## config.mk

```make
export PLATFORM = sky130hd
export DESIGN_NAME = sdio_bus_arb
export DESIGN_NICKNAME = d
export VERILOG_FILES = /design/src/rtl/sdio_bus_pkg.sv /design/src/rtl/sdio_tag_fifo.sv /design/src/rtl/sdio_bus_arb.sv
export SDC_FILE = /design/constraint.sdc
export NUM_CORES = 1
export LEC_CHECK = 0
export BUFFER_PORTS_ARGS = -buffer_cell sky130_fd_sc_hd__buf_4
export CORE_AREA = 2 2 68 70
export DETAILED_ROUTE_END_ITERATION = 10
export DIE_AREA = 0 0 70 72
export PLACE_DENSITY_LB_ADDON = 0.2
export RECOVER_POWER = 100
export SETUP_SLACK_MARGIN = 0.3
export SLEW_MARGIN = 10
export SYNTH_ARGS = -nofsm -noshare
export SYNTH_HDL_FRONTEND = slang
export SYNTH_SLANG_ARGS = --single-unit
```

## constraint.sdc

```tcl
create_clock -name bus_clk -period 3.09 [get_ports bus_clk]
set_input_delay 0.618 -clock bus_clk [delete_from_list [all_inputs] [get_ports bus_clk]]
set_output_delay 0.618 -clock bus_clk [all_outputs]
set_load 0.005 [all_outputs]
```

## src/rtl/sdio_bus_pkg.sv

```systemverilog
// Shared definitions for the SDIO system-bus arbiter.
//   AW_DEF          default byte-address width of the bus
//   M_DMA / M_HOST  master id encoding (m0 = sdio_top DMA, m1 = host test master)
//   ST_IDLE/ST_OWN  arbiter FSM state constants
//   pick_winner()   arbitration decision used when leaving IDLE
package sdio_bus_pkg;

    localparam int AW_DEF = 17;

    localparam logic M_DMA  = 1'b0;
    localparam logic M_HOST = 1'b1;

    localparam logic [0:0] ST_IDLE = 1'b0;
    localparam logic [0:0] ST_OWN  = 1'b1;

    // Fixed priority favours m0; otherwise the master that did not win last time.
    function automatic logic pick_winner(
        input logic req0,
        input logic req1,
        input logic last_win,
        input logic prio0
    );
        logic win;
        if (req0 && req1) begin
            win = prio0 ? M_DMA : ~last_win;
        end else if (req1) begin
            win = M_HOST;
        end else begin
            win = M_DMA;
        end
        return win;
    endfunction

endpackage

```

## src/rtl/sdio_tag_fifo.sv

```systemverilog
// Read-tag FIFO: remembers which master issued each outstanding read so the
// returning data can be steered back to it.
//   clk, rst   clock, asynchronous active-high reset
//   push, din  enqueue one tag (ignored while full)
//   pop        dequeue the head tag (ignored while empty)
//   dout       head tag, combinational
//   full/empty status; count = tags held (0..DEPTH)
module sdio_tag_fifo #(
    parameter int DEPTH = 4
) (
    input  logic                       clk,
    input  logic                       rst,
    input  logic                       push,
    input  logic                       din,
    input  logic                       pop,
    output logic                       dout,
    output logic                       full,
    output logic                       empty,
    output logic [$clog2(DEPTH):0]     count
);

    localparam int PW = $clog2(DEPTH);
    localparam int CW = PW + 1;
    localparam logic [CW-1:0] FULL_CNT = CW'(DEPTH);

    logic            mem [DEPTH];
    logic [PW-1:0]   wr_ptr_reg;
    logic [PW-1:0]   rd_ptr_reg;
    logic [CW-1:0]   count_reg;
    logic            do_push;
    logic            do_pop;

    assign full    = (count_reg == FULL_CNT);
    assign empty   = (count_reg == '0);
    assign count   = count_reg;
    assign dout    = mem[rd_ptr_reg];
    // Push is judged against the pre-pop occupancy: a full FIFO refuses a push
    // even if a pop happens in the same cycle.
    assign do_push = push & ~full;
    assign do_pop  = pop & ~empty;

    // Storage carries no reset; only the pointers define what is valid.
    always_ff @(posedge clk) begin
        if (do_push) begin
            mem[wr_ptr_reg] <= din;
        end
    end

    always_ff @(posedge clk or posedge rst) begin
        if (rst) begin
            wr_ptr_reg <= '0;
            rd_ptr_reg <= '0;
            count_reg  <= '0;
        end else begin
            if (do_push) begin
                wr_ptr_reg <= wr_ptr_reg + PW'(1);
            end
            if (do_pop) begin
                rd_ptr_reg <= rd_ptr_reg + PW'(1);
            end
            case ({do_push, do_pop})
                2'b10:   count_reg <= count_reg + CW'(1);
                2'b01:   count_reg <= count_reg - CW'(1);
                default: count_reg <= count_reg;
            endcase
        end
    end

endmodule

```

## src/rtl/sdio_bus_arb.sv

```systemverilog
// Two-master arbiter for the 8-bit SDIO system bus. m0 (DMA) and m1 (host)
// share one memory slave; the owner's request is forwarded combinationally and
// read data is routed back through a tag FIFO that records the issuing master.
//   bus_clk, rst                      clock, asynchronous active-high reset
//   mX_rd/mX_wr/mX_addr/mX_wdata      master requests (held until mX_ready)
//   mX_ready                          master beat accepted this cycle
//   mX_rdata/mX_rdata_ready           returned read data (broadcast) and its strobe
//   s_rd/s_wr/s_addr/s_wdata          slave request
//   s_ready/s_rdata/s_rdata_ready     slave handshake and read return
//   grant_id/busy                     current owner and ownership flag
//   outst_cnt                         reads in flight
//   err                               sticky: [0] orphan read data, [1] rd&wr together
module sdio_bus_arb
    import sdio_bus_pkg::*;
#(
    parameter int AW        = AW_DEF,
    parameter int BURST_MAX = 16,
    parameter int OUTST     = 4,
    parameter int PRIO0     = 0
) (
    input  logic                    bus_clk,
    input  logic                    rst,
    input  logic                    m0_rd,
    input  logic                    m0_wr,
    input  logic [AW-1:0]           m0_addr,
    input  logic [7:0]              m0_wdata,
    output logic                    m0_ready,
    output logic [7:0]              m0_rdata,
    output logic                    m0_rdata_ready,
    input  logic                    m1_rd,
    input  logic                    m1_wr,
    input  logic [AW-1:0]           m1_addr,
    input  logic [7:0]              m1_wdata,
    output logic                    m1_ready,
    output logic [7:0]              m1_rdata,
    output logic                    m1_rdata_ready,
    output logic                    s_rd,
    output logic                    s_wr,
    output logic [AW-1:0]           s_addr,
    output logic [7:0]              s_wdata,
    input  logic                    s_ready,
    input  logic [7:0]              s_rdata,
    input  logic                    s_rdata_ready,
    output logic                    grant_id,
    output logic                    busy,
    output logic [$clog2(OUTST):0]  outst_cnt,
    output logic [1:0]              err
);

    localparam int BW = $clog2(BURST_MAX + 1);
    localparam logic [BW-1:0] BMAX_CNT = BW'(BURST_MAX);

    logic [1:0]     rd_vec;
    logic [1:0]     wr_vec;
    logic [1:0]     req_vec;
    logic [AW-1:0]  addr_vec  [2];
    logic [7:0]     wdata_vec [2];
    logic [1:0]     ready_vec;
    logic [1:0]     rdata_rdy_vec;

    logic [0:0]     state_reg, state_next;
    logic           grant_id_reg, grant_id_next;
    logic           last_win_reg, last_win_next;
    logic [BW-1:0]  beat_cnt_reg, beat_cnt_next;
    logic [1:0]     err_reg, err_next;

    logic           own_active;
    logic           owner;
    logic           o_rd, o_wr, o_req, other_req;
    logic           burst_done, hold;
    logic           accepted;
    logic           fifo_full, fifo_empty, fifo_head;

    assign rd_vec       = {m1_rd, m0_rd};
    assign wr_vec       = {m1_wr, m0_wr};
    assign req_vec      = rd_vec | wr_vec;
    assign addr_vec[0]  = m0_addr;
    assign addr_vec[1]  = m1_addr;
    assign wdata_vec[0] = m0_wdata;
    assign wdata_vec[1] = m1_wdata;

    assign own_active = (state_reg == ST_OWN);
    assign owner      = grant_id_reg;
    assign o_rd       = rd_vec[owner];
    assign o_wr       = wr_vec[owner];
    assign o_req      = req_vec[owner];
    assign other_req  = req_vec[~owner];

    // Burst quota used up while the other master waits: stop forwarding so no
    // beat beyond the quota is accepted, and hand over on this edge.
    assign burst_done = (beat_cnt_reg == BMAX_CNT);
    assign hold       = burst_done & other_req;

    // Writes win over reads on a rd&wr collision; reads also stall on a full FIFO.
    assign s_wr    = own_active & o_wr & ~hold;
    assign s_rd    = own_active & o_rd & ~o_wr & ~fifo_full & ~hold;
    assign s_addr  = own_active ? addr_vec[owner]  : '0;
    assign s_wdata = own_active ? wdata_vec[owner] : '0;

    assign accepted = s_ready & (s_rd | s_wr);

    genvar gi;
    generate
        for (gi = 0; gi < 2; gi++) begin : g_mst
            assign ready_vec[gi]     = accepted & (owner == 1'(gi));
            assign rdata_rdy_vec[gi] = s_rdata_ready & ~fifo_empty & (fifo_head == 1'(gi));
        end
    endgenerate

    assign m0_ready       = ready_vec[0];
    assign m1_ready       = ready_vec[1];
    assign m0_rdata_ready = rdata_rdy_vec[0];
    assign m1_rdata_ready = rdata_rdy_vec[1];
    assign m0_rdata       = s_rdata;
    assign m1_rdata       = s_rdata;

    assign grant_id = grant_id_reg;
    assign busy     = own_active;
    assign err      = err_reg;

    sdio_tag_fifo #(
        .DEPTH (OUTST)
    ) u_tag_fifo (
        .clk   (bus_clk),
        .rst   (rst),
        .push  (accepted & s_rd),
        .din   (owner),
        .pop   (s_rdata_ready),
        .dout  (fifo_head),
        .full  (fifo_full),
        .empty (fifo_empty),
        .count (outst_cnt)
    );

    always_comb begin
        state_next    = state_reg;
        grant_id_next = grant_id_reg;
        last_win_next = last_win_reg;
        beat_cnt_next = beat_cnt_reg;
        err_next      = err_reg | {own_active & o_rd & o_wr, s_rdata_ready & fifo_empty};

        case (state_reg)
            ST_IDLE: begin
                if (|req_vec) begin
                    state_next    = ST_OWN;
                    grant_id_next = pick_winner(req_vec[0], req_vec[1], last_win_reg, PRIO0 != 0);
                    last_win_next = grant_id_next;
                    beat_cnt_next = '0;
                end
            end
            ST_OWN: begin
                if (!o_req) begin
                    // Owner let go: pass straight to a waiting master, else go idle.
                    beat_cnt_next = '0;
                    if (other_req) begin
                        grant_id_next = ~owner;
                        last_win_next = ~owner;
                    end else begin
                        state_next = ST_IDLE;
                    end
                end else if (hold) begin
                    grant_id_next = ~owner;
                    last_win_next = ~owner;
                    beat_cnt_next = '0;
                end else if (accepted && !burst_done) begin
                    beat_cnt_next = beat_cnt_reg + BW'(1);
                end
            end
            default: begin
                state_next = ST_IDLE;
            end
        endcase
    end

    always_ff @(posedge bus_clk or posedge rst) begin
        if (rst) begin
            state_reg    <= ST_IDLE;
            grant_id_reg <= M_DMA;
            last_win_reg <= M_HOST;
            beat_cnt_reg <= '0;
            err_reg      <= '0;
        end else begin
            state_reg    <= state_next;
            grant_id_reg <= grant_id_next;
            last_win_reg <= last_win_next;
            beat_cnt_reg <= beat_cnt_next;
            err_reg      <= err_next;
        end
    end

endmodule

```

==> impl_metrics.csv <==
group,metric,value,unit
yosys,synth_cell_types,42,
floorplan,num_rows,24,
yosys,syn_area,1744,µm²
clocking,cts-hold-fix-buffers,0,
setup_path,crit_type,"reg -> reg",
yosys,yosys_warnings,0,
detailed_routing,wl_met3,456,µm
power,vdd_drop_max,0.1916,mV
yosys,syn_inst,192,
setup_path,required,3.26,ns
clocking,cts_sinks,21,
final_layout,layout_commonest_cell,"buf_4",
setup_path,cp-startpoint,"grant_id",
detailed_routing,via_per_inst,5.071,
detailed_routing,wl_met2,2504,µm
final_layout,drive_gt1_frac,0.3852,
setup_path,rr_worst_depth,8,
final_layout,finalNonFillerCells,322,
clocking,post_cts_buffers,0,
floorplan,die-height,72,µm
sta,hold_violations,0,
final_layout,fillCellCount,421,
place,io_buffers,95,
final_layout,diodes,0,
setup_path,worst_setup_path_end_kind,"flip-flop",
clocking,cts_tree,"yes",
place,gp_congestion,0.8398,
detailed_routing,drtIter0Drc,148,
detailed_routing,dr.pass1.iters,4,
detailed_routing,ant_nets,0,
place,place_inst,318,
sta,final_max_slew_viol_count,0,
sta,skew,0.007509,ns
yosys,syn_area_per_cell,9.084,µm²
global_routing,grt_usage,0.1909,
clocking,htreeDepth,1,
clocking,cts-root-buf,"clkbuf_8",
final_layout,layout_common_cells,"buf_4, nor2_1, clkbuf_4",
power,p_leak,1.214,nW
power,powerDensity,522.2,nW/µm²
global_routing,antenna_found_initial,0,
clocking,numCtsBuffers,3,
final_layout,syn2layout_area_growth,37.52,%
detailed_routing,routed_wl,4743,µm
floorplan,dieArea,5040,µm²
flow_run,maxCapViolations,0,
global_routing,grt_pass1_vias,1608,
floorplan,core,4264,µm²
sta,fin_setup_tns,0,ns
power,p_total,1.253,mW
setup_path,crit_slowest_cell,"dfrtp_2",
sta,min_period_over_period,0.8692,
sta,tightest_slew,0.7922,ns
setup_path,slowest_delay,0.58,ns
yosys,synthesis.nets,266,
global_routing,grt_start_max_net_pins,26,
yosys,ys_seq_area_frac,0.3135,
final_layout,final_nets,345,
clocking,cts_max_path_buffers,2,
clocking,clk_pin_slew,0.08,ns
sta,fmax,372.3,MHz
min_path,hp-class,"in -> async",
floorplan,num_io_pins,120,
global_routing,grt_pass1_wl,7755,µm
setup_path,critPathLaunchType,"flip-flop",
sta,layout_setup_ws,0.4042,ns
place,dpl.hpwl,3974,µm
detailed_routing,top_layer_used,"met4",
global_routing,gr-total-overflow,0,
setup_path,cp_max_fo,18,
floorplan,start_util,0.4090,
floorplan,die_width,70,µm
detailed_routing,drc_errors,0,
setup_path,critical_path.cell_chain,"mux2_1 > nor4_4 > and2_0 > inv_1 > ha_1 > inv_1 > fa_1 > mux2i_1",
yosys,synth-seq-cells,21,
sta,fin_crit,2.686,ns
setup_path,timing.rr.start,"grant_id",
sta,relSlewSlack,0.4719,
detailed_routing,wl_per_cell,14.73,µm
clocking,clock_latency,0.26,ns
detailed_routing,num_vias,1633,
detailed_routing,wl_met1,1739,µm
place,dp_slack,0.4577,ns
sta,rsz0062_at_grt,"false",
final_layout,multi_input_area,977.2,µm²
run_status,outcome,"finished, final reports clean",
final_layout,largest_reg_flops,5,
final_layout,seqCellArea,548.0,µm²
setup_path,worstPathArrival,2.86,ns
setup_path,path_common_cell,"inv_1",
sta,setup_viol_count_final,0,
-- critical path: cells and delay by family, from the launching register on --
family,cells,cell delay [ns]
and+or+nand+nor,2,0.69
DFF,1,0.58
adders and majority gates,2,0.61
buffers and inverters,2,0.14
muxes,2,0.57
-- through the flow --
step / area (µm²) / hold slack [ns] / utilization
global route: 2399 / 0.5046 / 0.5625
CTS: 2427 / 0.4854 / 0.5692
global placement: 2382 / 0.4421 / 0.5587
detailed placement: 2382 / 0.4684 / 0.5587
finish: 2399 / 0.4536 / 0.5625
floorplan: 1744 / 0.4361 / -
-- final cells by class --
cell class,count,share of cell area
clock buffers,4,0.01878
inverters,13,0.02034
multi-input cells,134,0.4074
flip-flops and latches,21,0.2285
well taps,52,0.02713
repair buffers,98,0.2979
-- report_power, final --
group          leakage [nW]  internal [mW]  switching [mW]  total [mW]
combinational         0.958          0.345           0.273       0.618
clock                0.0228         0.0917          0.0881       0.180
sequential            0.233          0.366          0.0882       0.454
total                  1.21          0.803           0.449        1.25
-- final timing paths --
path / end / slack (ns)
max: u_tag_fifo.count[1] / 0.40
min: grant_id / 0.45
max reg2reg: u_tag_fifo.count[1] / 0.40
min reg2reg: err[0] / 0.47
max in group asynchronous: grant_id / 2.17
min in group bus_clk: err[0] / 0.47
-- cells by family after synthesis --
| logic type | Yosys count | share of synthesized area |
|---|---|---|
| xor+xnor | 6 | 0.03013 |
| flops | 21 | 0.3135 |
| simple gates | 65 | 0.1801 |
| compound gates | 21 | 0.08465 |
| mux | 34 | 0.2080 |
| buf+inv | 37 | 0.1219 |
| fa+ha+maj | 8 | 0.06169 |
-- what timing repair did --
item	CTS	global route
endpoints found under the hold margin	0	0
resized for setup	0	1
endpoints found under the setup margin	0	1
-- synth_stat cells --
cell / instances / area, µm²
nor2_1: 38 / 142.6
mux2i_1: 31 / 310.3
buf_4: 16 / 120.1
dfrtp_1: 16 / 400.4
inv_1: 12 / 45.04
ha_1: 7 / 87.58
a21oi_1: 6 / 30.03
nand2_1: 6 / 22.52
and3_1: 5 / 31.28
buf_2: 5 / 25.02
edfxtp_1: 4 / 120.1
o21ai_0: 4 / 20.02
xnor2_1: 4 / 35.03
nand3_1: 3 / 15.01
a31oi_1: 2 / 12.51
and2_1: 2 / 12.51
clkbuf_1: 2 / 7.510
mux2_4: 2 / 30.03
nand4_1: 2 / 12.51
nor3_1: 2 / 10.01
xor2_1: 2 / 17.52
a211oi_2: 1 / 12.51
a21o_1: 1 / 7.510
a311oi_1: 1 / 8.760
and2_4: 1 / 8.760
buf_6: 1 / 11.26
clkinv_1: 1 / 3.750
dfstp_2: 1 / 26.28
fa_1: 1 / 20.02
mux4_2: 1 / 22.52
nand2b_1: 1 / 6.260
nand4bb_1: 1 / 11.26
nor2b_1: 1 / 6.260
nor3b_1: 1 / 7.510
nor4_4: 1 / 21.27
o211ai_1: 1 / 7.510
o21a_1: 1 / 7.510
o21ba_2: 1 / 10.01
o21bai_1: 1 / 7.510
o21bai_2: 1 / 11.26
o31ai_2: 1 / 12.51
or2_2: 1 / 6.260
-- routing by layer --
layer,vias to the layer above,GRT usage
met5,-,0
met1,744,0.2198
met3,5,0.06806
li1,789,-
met2,95,0.3407
met4,0,0.04701
Note: power is estimated with default switching activity, not from simulation.
